## config.mk

```make
export PLATFORM = sky130hd
export DESIGN_NAME = sk9822_rx
export DESIGN_NICKNAME = d
export VERILOG_FILES = /design/src/rtl/sk9822_pkg.sv /design/src/rtl/sk9822_edge_sync.sv /design/src/rtl/sk9822_rx.sv
export SDC_FILE = /design/constraint.sdc
export NUM_CORES = 1
export LEC_CHECK = 0
export CORE_UTILIZATION = 29
export DETAILED_ROUTE_END_ITERATION = 8
export HOLD_SLACK_MARGIN = 0.02
export SYNTH_ARGS = -nofsm -noshare
export SYNTH_HDL_FRONTEND = slang
export SYNTH_SLANG_ARGS = --single-unit
```

## constraint.sdc

```tcl
create_clock -name clk -period 4.1 [get_ports clk]
set_clock_uncertainty 0.05 [all_clocks]
set_input_delay 0.82 -clock clk [delete_from_list [all_inputs] [get_ports clk]]
set_output_delay 0.82 -clock clk [all_outputs]
set_load 0.05 [all_outputs]
```

## src/rtl/sk9822_pkg.sv

```systemverilog
// Shared types and constants for the SK9822 stream decoder.
package sk9822_pkg;

  typedef enum logic [1:0] {
    ST_HUNT = 2'd0,
    ST_LED  = 2'd1,
    ST_END  = 2'd2
  } sk_state_t;

  localparam int unsigned START_BITS = 32;
  localparam logic [2:0]  LED_HDR    = 3'b111;

  localparam int unsigned HDR_LSB = 29;
  localparam int unsigned BRI_LSB = 24;
  localparam int unsigned B_LSB   = 16;
  localparam int unsigned G_LSB   = 8;
  localparam int unsigned R_LSB   = 0;
  localparam int unsigned BRI_W   = 5;
  localparam int unsigned COLOR_W = 8;

endpackage

```

## src/rtl/sk9822_edge_sync.sv

```systemverilog
// Two-flop synchronisers for cko/sdi and cko rising-edge strobe.
module sk9822_edge_sync (
  input  logic clk,
  input  logic rst_n,
  input  logic cko,
  input  logic sdi,
  output logic bit_stb,
  output logic bit_val
);

  logic r_cko_m, r_cko_s, r_cko_d;
  logic r_sdi_m, r_sdi_s;

  // sdi travels through the same depth as cko so both are sampled together
  always_ff @(posedge clk or negedge rst_n) begin
    if (!rst_n) begin
      r_cko_m <= 1'b0;
      r_cko_s <= 1'b0;
      r_cko_d <= 1'b0;
      r_sdi_m <= 1'b0;
      r_sdi_s <= 1'b0;
    end else begin
      r_cko_m <= cko;
      r_cko_s <= r_cko_m;
      r_cko_d <= r_cko_s;
      r_sdi_m <= sdi;
      r_sdi_s <= r_sdi_m;
    end
  end

  assign bit_stb = r_cko_s & ~r_cko_d;
  assign bit_val = r_sdi_s;

endmodule

```

## src/rtl/sk9822_rx.sv

```systemverilog
// SK9822 serial stream decoder: start-frame hunt, LED word decode, idle abort.
// Optional feature macro: SK9822_RX_CHKSUM_EN adds frame_sum (r+g+b per frame).
module sk9822_rx
  import sk9822_pkg::*;
#(
  parameter int NUM_LEDS    = 16,
  parameter int IDLE_CYCLES = 1500
) (
  input  logic                        clk,
  input  logic                        rst_n,
  input  logic                        cko,
  input  logic                        sdi,
  output logic                        led_valid,
  output logic [$clog2(NUM_LEDS)-1:0] led_idx,
  output logic [4:0]                  led_bri,
  output logic [7:0]                  led_b,
  output logic [7:0]                  led_g,
  output logic [7:0]                  led_r,
  output logic                        frame_done,
  output logic                        err,
  output logic                        busy
`ifdef SK9822_RX_CHKSUM_EN
  ,
  output logic [15:0]                 frame_sum
`endif
);

  localparam int IDX_W  = $clog2(NUM_LEDS);
  localparam int IDLE_W = $clog2(IDLE_CYCLES + 1);

  logic w_bit_stb, w_bit_val;

  sk9822_edge_sync u_sync (
    .clk     (clk),
    .rst_n   (rst_n),
    .cko     (cko),
    .sdi     (sdi),
    .bit_stb (w_bit_stb),
    .bit_val (w_bit_val)
  );

  sk_state_t          r_state, w_state;
  logic [5:0]         r_zero_cnt, w_zero_cnt;
  logic [4:0]         r_bit_cnt, w_bit_cnt;
  logic [30:0]        r_shift, w_shift;
  logic [IDX_W-1:0]   r_idx, w_idx;
  logic [IDLE_W-1:0]  r_idle_cnt;
  logic               r_led_valid, w_led_valid;
  logic               r_frame_done, w_frame_done;
  logic               r_err, w_err;
  logic [IDX_W-1:0]   r_led_idx, w_led_idx;
  logic [BRI_W-1:0]   r_bri, w_bri;
  logic [COLOR_W-1:0] r_b, w_b, r_g, w_g, r_r, w_r;
  logic [31:0]        w_word;
  logic               w_timeout;
  logic               w_enter_led;

  // Counter resets on each cko edge; timeout fires once as it reaches saturation
  always_ff @(posedge clk or negedge rst_n) begin
    if (!rst_n)
      r_idle_cnt <= '0;
    else if (w_bit_stb)
      r_idle_cnt <= '0;
    else if (r_idle_cnt != IDLE_W'(IDLE_CYCLES))
      r_idle_cnt <= r_idle_cnt + IDLE_W'(1);
  end

  assign w_timeout = !w_bit_stb && (r_idle_cnt == IDLE_W'(IDLE_CYCLES - 1));
  assign w_word    = {r_shift, w_bit_val};

  always_comb begin
    w_state      = r_state;
    w_zero_cnt   = r_zero_cnt;
    w_bit_cnt    = r_bit_cnt;
    w_shift      = r_shift;
    w_idx        = r_idx;
    w_led_valid  = 1'b0;
    w_frame_done = 1'b0;
    w_err        = 1'b0;
    w_enter_led  = 1'b0;
    w_led_idx    = r_led_idx;
    w_bri        = r_bri;
    w_b          = r_b;
    w_g          = r_g;
    w_r          = r_r;
    unique case (r_state)
      ST_HUNT, ST_END: begin
        if (w_bit_stb) begin
          if (w_bit_val) begin
            w_zero_cnt = '0;
          end else if (r_zero_cnt == 6'(START_BITS - 1)) begin
            w_state     = ST_LED;
            w_zero_cnt  = '0;
            w_bit_cnt   = '0;
            w_idx       = '0;
            w_enter_led = 1'b1;
          end else begin
            w_zero_cnt = r_zero_cnt + 6'd1;
          end
        end else if (w_timeout && (r_state == ST_END)) begin
          w_state = ST_HUNT;
        end
      end
      ST_LED: begin
        if (w_bit_stb) begin
          w_shift   = w_word[30:0];
          w_bit_cnt = r_bit_cnt + 5'd1;
          if (r_bit_cnt == 5'd31) begin
            if (w_word[HDR_LSB +: 3] == LED_HDR) begin
              w_led_valid = 1'b1;
              w_led_idx   = r_idx;
              w_bri       = w_word[BRI_LSB +: BRI_W];
              w_b         = w_word[B_LSB +: COLOR_W];
              w_g         = w_word[G_LSB +: COLOR_W];
              w_r         = w_word[R_LSB +: COLOR_W];
              if (r_idx == IDX_W'(NUM_LEDS - 1)) begin
                w_frame_done = 1'b1;
                w_state      = ST_END;
                w_idx        = '0;
              end else begin
                w_idx = r_idx + IDX_W'(1);
              end
            end else begin
              w_err   = 1'b1;
              w_state = ST_HUNT;
            end
          end
        end else if (w_timeout) begin
          // A stall right after the start frame has lost no data, so no error
          w_err   = (r_bit_cnt != 5'd0) || (r_idx != '0);
          w_state = ST_HUNT;
        end
      end
      default: w_state = ST_HUNT;
    endcase
  end

  always_ff @(posedge clk or negedge rst_n) begin
    if (!rst_n) begin
      r_state      <= ST_HUNT;
      r_zero_cnt   <= '0;
      r_bit_cnt    <= '0;
      r_shift      <= '0;
      r_idx        <= '0;
      r_led_valid  <= 1'b0;
      r_frame_done <= 1'b0;
      r_err        <= 1'b0;
      r_led_idx    <= '0;
      r_bri        <= '0;
      r_b          <= '0;
      r_g          <= '0;
      r_r          <= '0;
    end else begin
      r_state      <= w_state;
      r_zero_cnt   <= w_zero_cnt;
      r_bit_cnt    <= w_bit_cnt;
      r_shift      <= w_shift;
      r_idx        <= w_idx;
      r_led_valid  <= w_led_valid;
      r_frame_done <= w_frame_done;
      r_err        <= w_err;
      r_led_idx    <= w_led_idx;
      r_bri        <= w_bri;
      r_b          <= w_b;
      r_g          <= w_g;
      r_r          <= w_r;
    end
  end

  assign led_valid  = r_led_valid;
  assign frame_done = r_frame_done;
  assign err        = r_err;
  assign led_idx    = r_led_idx;
  assign led_bri    = r_bri;
  assign led_b      = r_b;
  assign led_g      = r_g;
  assign led_r      = r_r;
  assign busy       = (r_state != ST_HUNT);

`ifdef SK9822_RX_CHKSUM_EN
  logic [15:0] r_acc, r_frame_sum, w_rgb;

  assign w_rgb = 16'(w_word[R_LSB +: COLOR_W]) + 16'(w_word[G_LSB +: COLOR_W])
               + 16'(w_word[B_LSB +: COLOR_W]);

  always_ff @(posedge clk or negedge rst_n) begin
    if (!rst_n) begin
      r_acc       <= '0;
      r_frame_sum <= '0;
    end else if (w_enter_led) begin
      r_acc       <= '0;
      r_frame_sum <= '0;
    end else if (w_led_valid) begin
      r_acc <= r_acc + w_rgb;
      if (w_frame_done)
        r_frame_sum <= r_acc + w_rgb;
    end
  end

  assign frame_sum = r_frame_sum;
`endif

endmodule

```

==> results.json <==
{
  "outcome": "finished, final reports clean",
  "antenna_found_initial": 0,
  "end_kind": "primary output",
  "clock.fmax_mhz": 368,
  "num-nets-final": 444,
  "holdBufCountCts": 0,
  "viasPerCell": 4.69,
  "track_usage_pct": 11.3,
  "synth.avg_cell_area_sq_um": 10.8,
  "clkSinkCount": 100,
  "ys_warn_count": 0,
  "post_cts_buffers": 0,
  "synth_fp_nets": 404,
  "cap_violations": 0,
  "gp_congestion": 0.758,
  "ys_seq_elements": 100,
  "synth.distinct_cells": 44,
  "io_pins": 41,
  "cts.path.max_buffers": 2,
  "slowest_stage": "clkdlybuf4s50_1",
  "grt_pass1_wl_microns": 13400,
  "cts_tree": "built",
  "critical_path_class": "flop to primary output",
  "finalCritPeriodShare_pct": 66.2,
  "start_util_pct": 30.2,
  "cts_made_buffers": 9,
  "die-area_sq_um": 15100,
  "pwr-share-seq_pct": 53.9,
  "synth_cells": 392,
  "die_x_microns": 123,
  "vias": 2891,
  "core_sq_um": 14000,
  "internal-power_uw": 1460,
  "cts_root_buf": "clkbuf_16",
  "ant_nets": 0,
  "grt_setup_unrepaired": "false",
  "ys_seq_area_share_pct": 59.1,
  "drtPass1Iterations": 5,
  "synth.area.top_cells": "dfrtp_1 (59%), nand2_1 (10%), mux2_2 (8.8%)",
  "switching_share_pct": 24.4,
  "power_frac_comb_pct": 4.3,
  "finalHoldViolCount": 0,
  "place_hpwl_microns": 5120,
  "power_leakage_uw": 0.00244,
  "clk_latency_ps": 340,
  "power.net_switching_uw": 470,
  "tightestPinTransition_ps": 1050,
  "p_clk_share_pct": 41.8,
  "die_h_microns": 123,
  "irDropWorstVdd_mv": 0.187,
  "setup_slack_ps": 1390,
  "dp_worst_setup_slack_ps": 1500,
  "crit_arrival_ps": 1840,
  "routed_wl_microns": 7880,
  "cpPeakStageDelay_ps": 720,
  "slew_viol_final": 0,
  "std_cell_rows": 43,
  "grt_overflow": 0,
  "layout-drive-gt1-share_pct": 14.6,
  "drc": 0,
  "crit_fanout": 8,
  "yosys.area.top_type": "dfrtp_1",
  "setup_viol": 0,
  "cts_resized": 0,
  "grt_max_degree": 63,
  "grt_pass1_vias": 2788,
  "area_growth_pct": 21.2,
  "worstPathCellList": "or2_2 -> clkdlybuf4s50_1",
  "wl_per_cell_microns": 12.8,
  "holdWs_ps": 301,
  "syn-cell-area_sq_um": 4240,
  "powerDensity_nw_per_um2": 376,
  "antenna_cells": 0,
  "synth_top_area_share_pct": 59.1,
  "required_ps": 3230,
  "wl_met1_microns": 3760,
  "setup_tns_ps": 0,
  "port_buffers": 40,
  "htree_levels": 3,
  "cts.reportedPaths.clkPinSlew_ps": 70,
  "min_period_ps": 2710,
  "start_kind": "flop",
  "drtIter0Drc": 109,
  "top_layer_used": "met4",
  "wl_met3_microns": 196,
  "wl_met2_microns": 3810,
  "worstHoldPathType": "flop to flop",
  "maxSlewHeadroom_pct": 29.8
}
## final timing paths
check | start | to | slack (ps) | depth (start not counted)
max in group asynchronous | rst_n | r_shift[0] | 2720 | 2
min reg2reg | u_sync.r_sdi_m | u_sync.bit_val | 300 | 0
min in group asynchronous | rst_n | led_b[5] | 500 | 1
max reg2reg | r_bit_cnt[0] | led_b[0] | 1520 | 6
min | u_sync.r_sdi_m | u_sync.bit_val | 300 | 0
max | r_state[0] | busy | 1390 | 2
## synthesized netlist by cell type
cell,instances
nor4_4,1
nor4_2,2
nor4bb_1,1
o21ai_0,14
buf_2,3
nor3_1,4
o21ai_1,1
or3_2,1
a21o_1,1
o22ai_1,1
a31oi_1,2
nor2_2,1
or3b_1,1
nand2_1,113
nor4b_1,3
clkbuf_1,10
a211o_1,2
nand4_1,7
and3_1,5
and4_1,3
nor2b_1,3
nand4bb_1,1
or2_2,1
inv_1,9
ha_1,8
dfrtp_1,100
or3_1,1
nor2_1,13
nand2b_1,8
buf_1,1
a2bb2oi_1,1
o311ai_0,1
mux2_2,33
nand3_1,10
a22o_1,2
and2_1,1
o31ai_1,4
a211oi_1,2
xor2_1,6
o31a_2,1
or3b_4,1
xnor2_1,1
a21oi_1,7
buf_4,1
## per-layer routing
layer | GRT usage (%) | vias to the layer above
met5 | 0 | -
met2 | 18.4 | 41
met1 | 14.8 | 1428
met3 | 2.00 | 9
li1 | - | 1413
met4 | 4.80 | 0
## critical path, delay by kind of cell (launching register included)
| family | cells | cell delay [ps] |
|---|---|---|
| flip-flops | 1 | 470 |
| buffers and inverters | 1 | 720 |
| AND/OR/NAND/NOR | 1 | 320 |
## final cells by class
type / instances / area [sq um]
fill: 1371 / 8910
sequential: 100 / 2500
multi-input combinational: 268 / 1660
timing repair buffer: 44 / 428
clock buffer: 9 / 225
tap: 180 / 225
clock inverter: 7 / 60.1
inverter: 9 / 33.8
## sequential cells by signal (all words and copies together), names as in the netlist, 2 cells and up
| register | count |
|---|---|
| r_idle_cnt | 11 |
| led_idx | 4 |
| r_idx | 4 |
| r_bit_cnt | 5 |
| led_g | 8 |
| led_b | 8 |
| r_state | 2 |
| led_bri | 5 |
| r_shift | 31 |
| r_zero_cnt | 6 |
| led_r | 8 |
## cell usage in the layout (no fill, tap or decap), drive strengths merged, types with 2 or more instances in the layout
cell	count
a211o	2
a211oi	2
a21oi	7
a22o	2
a31oi	2
and3	5
and4	3
buf	5
clkbuf	9
clkdlybuf4s50	39
clkinvlp	3
dfrtp	100
ha	8
inv	12
mux2	33
nand2	113
nand2b	8
nand3	10
nand4	7
nor2	14
nor2b	3
nor3	4
nor4	3
nor4b	3
o21ai	15
o31ai	4
or3	2
or3b	2
xor2	6
## metrics by stage
step / std cells / instance area [sq um] / util (%) / total power, uW
after floorplan: 392 / 4240 / - / 1100
after global placement: 601 / 4850 / 34.5 / 1140
after detailed placement: 601 / 4850 / 34.5 / 1140
after CTS: 617 / 5140 / 36.6 / 1950
after global routing: 617 / 5140 / 36.6 / 2010
final: 617 / 5140 / 36.6 / 1930
## power groups by stage
| stage | clock network [uW] | logic, uW | registers [uW] |
|---|---|---|---|
| floorplan | 0 | 50.9 | 1050 |
| global placement | 0 | 80.9 | 1060 |
| detailed placement | 0 | 85.9 | 1060 |
| CTS | 827 | 86.4 | 1040 |
| global route | 868 | 98.0 | 1050 |
| finish | 806 | 83.3 | 1040 |
## cells by family after synthesis
kind of cell    share of synthesized area [%]
compound gates                           5.76
flops                                    59.1
xor+xnor                                 1.45
simple gates                             20.3
fa+ha+maj                                2.36
mux                                      8.77
buf+inv                                  2.30
No activity file was read; power rests on OpenSTA's default activity.
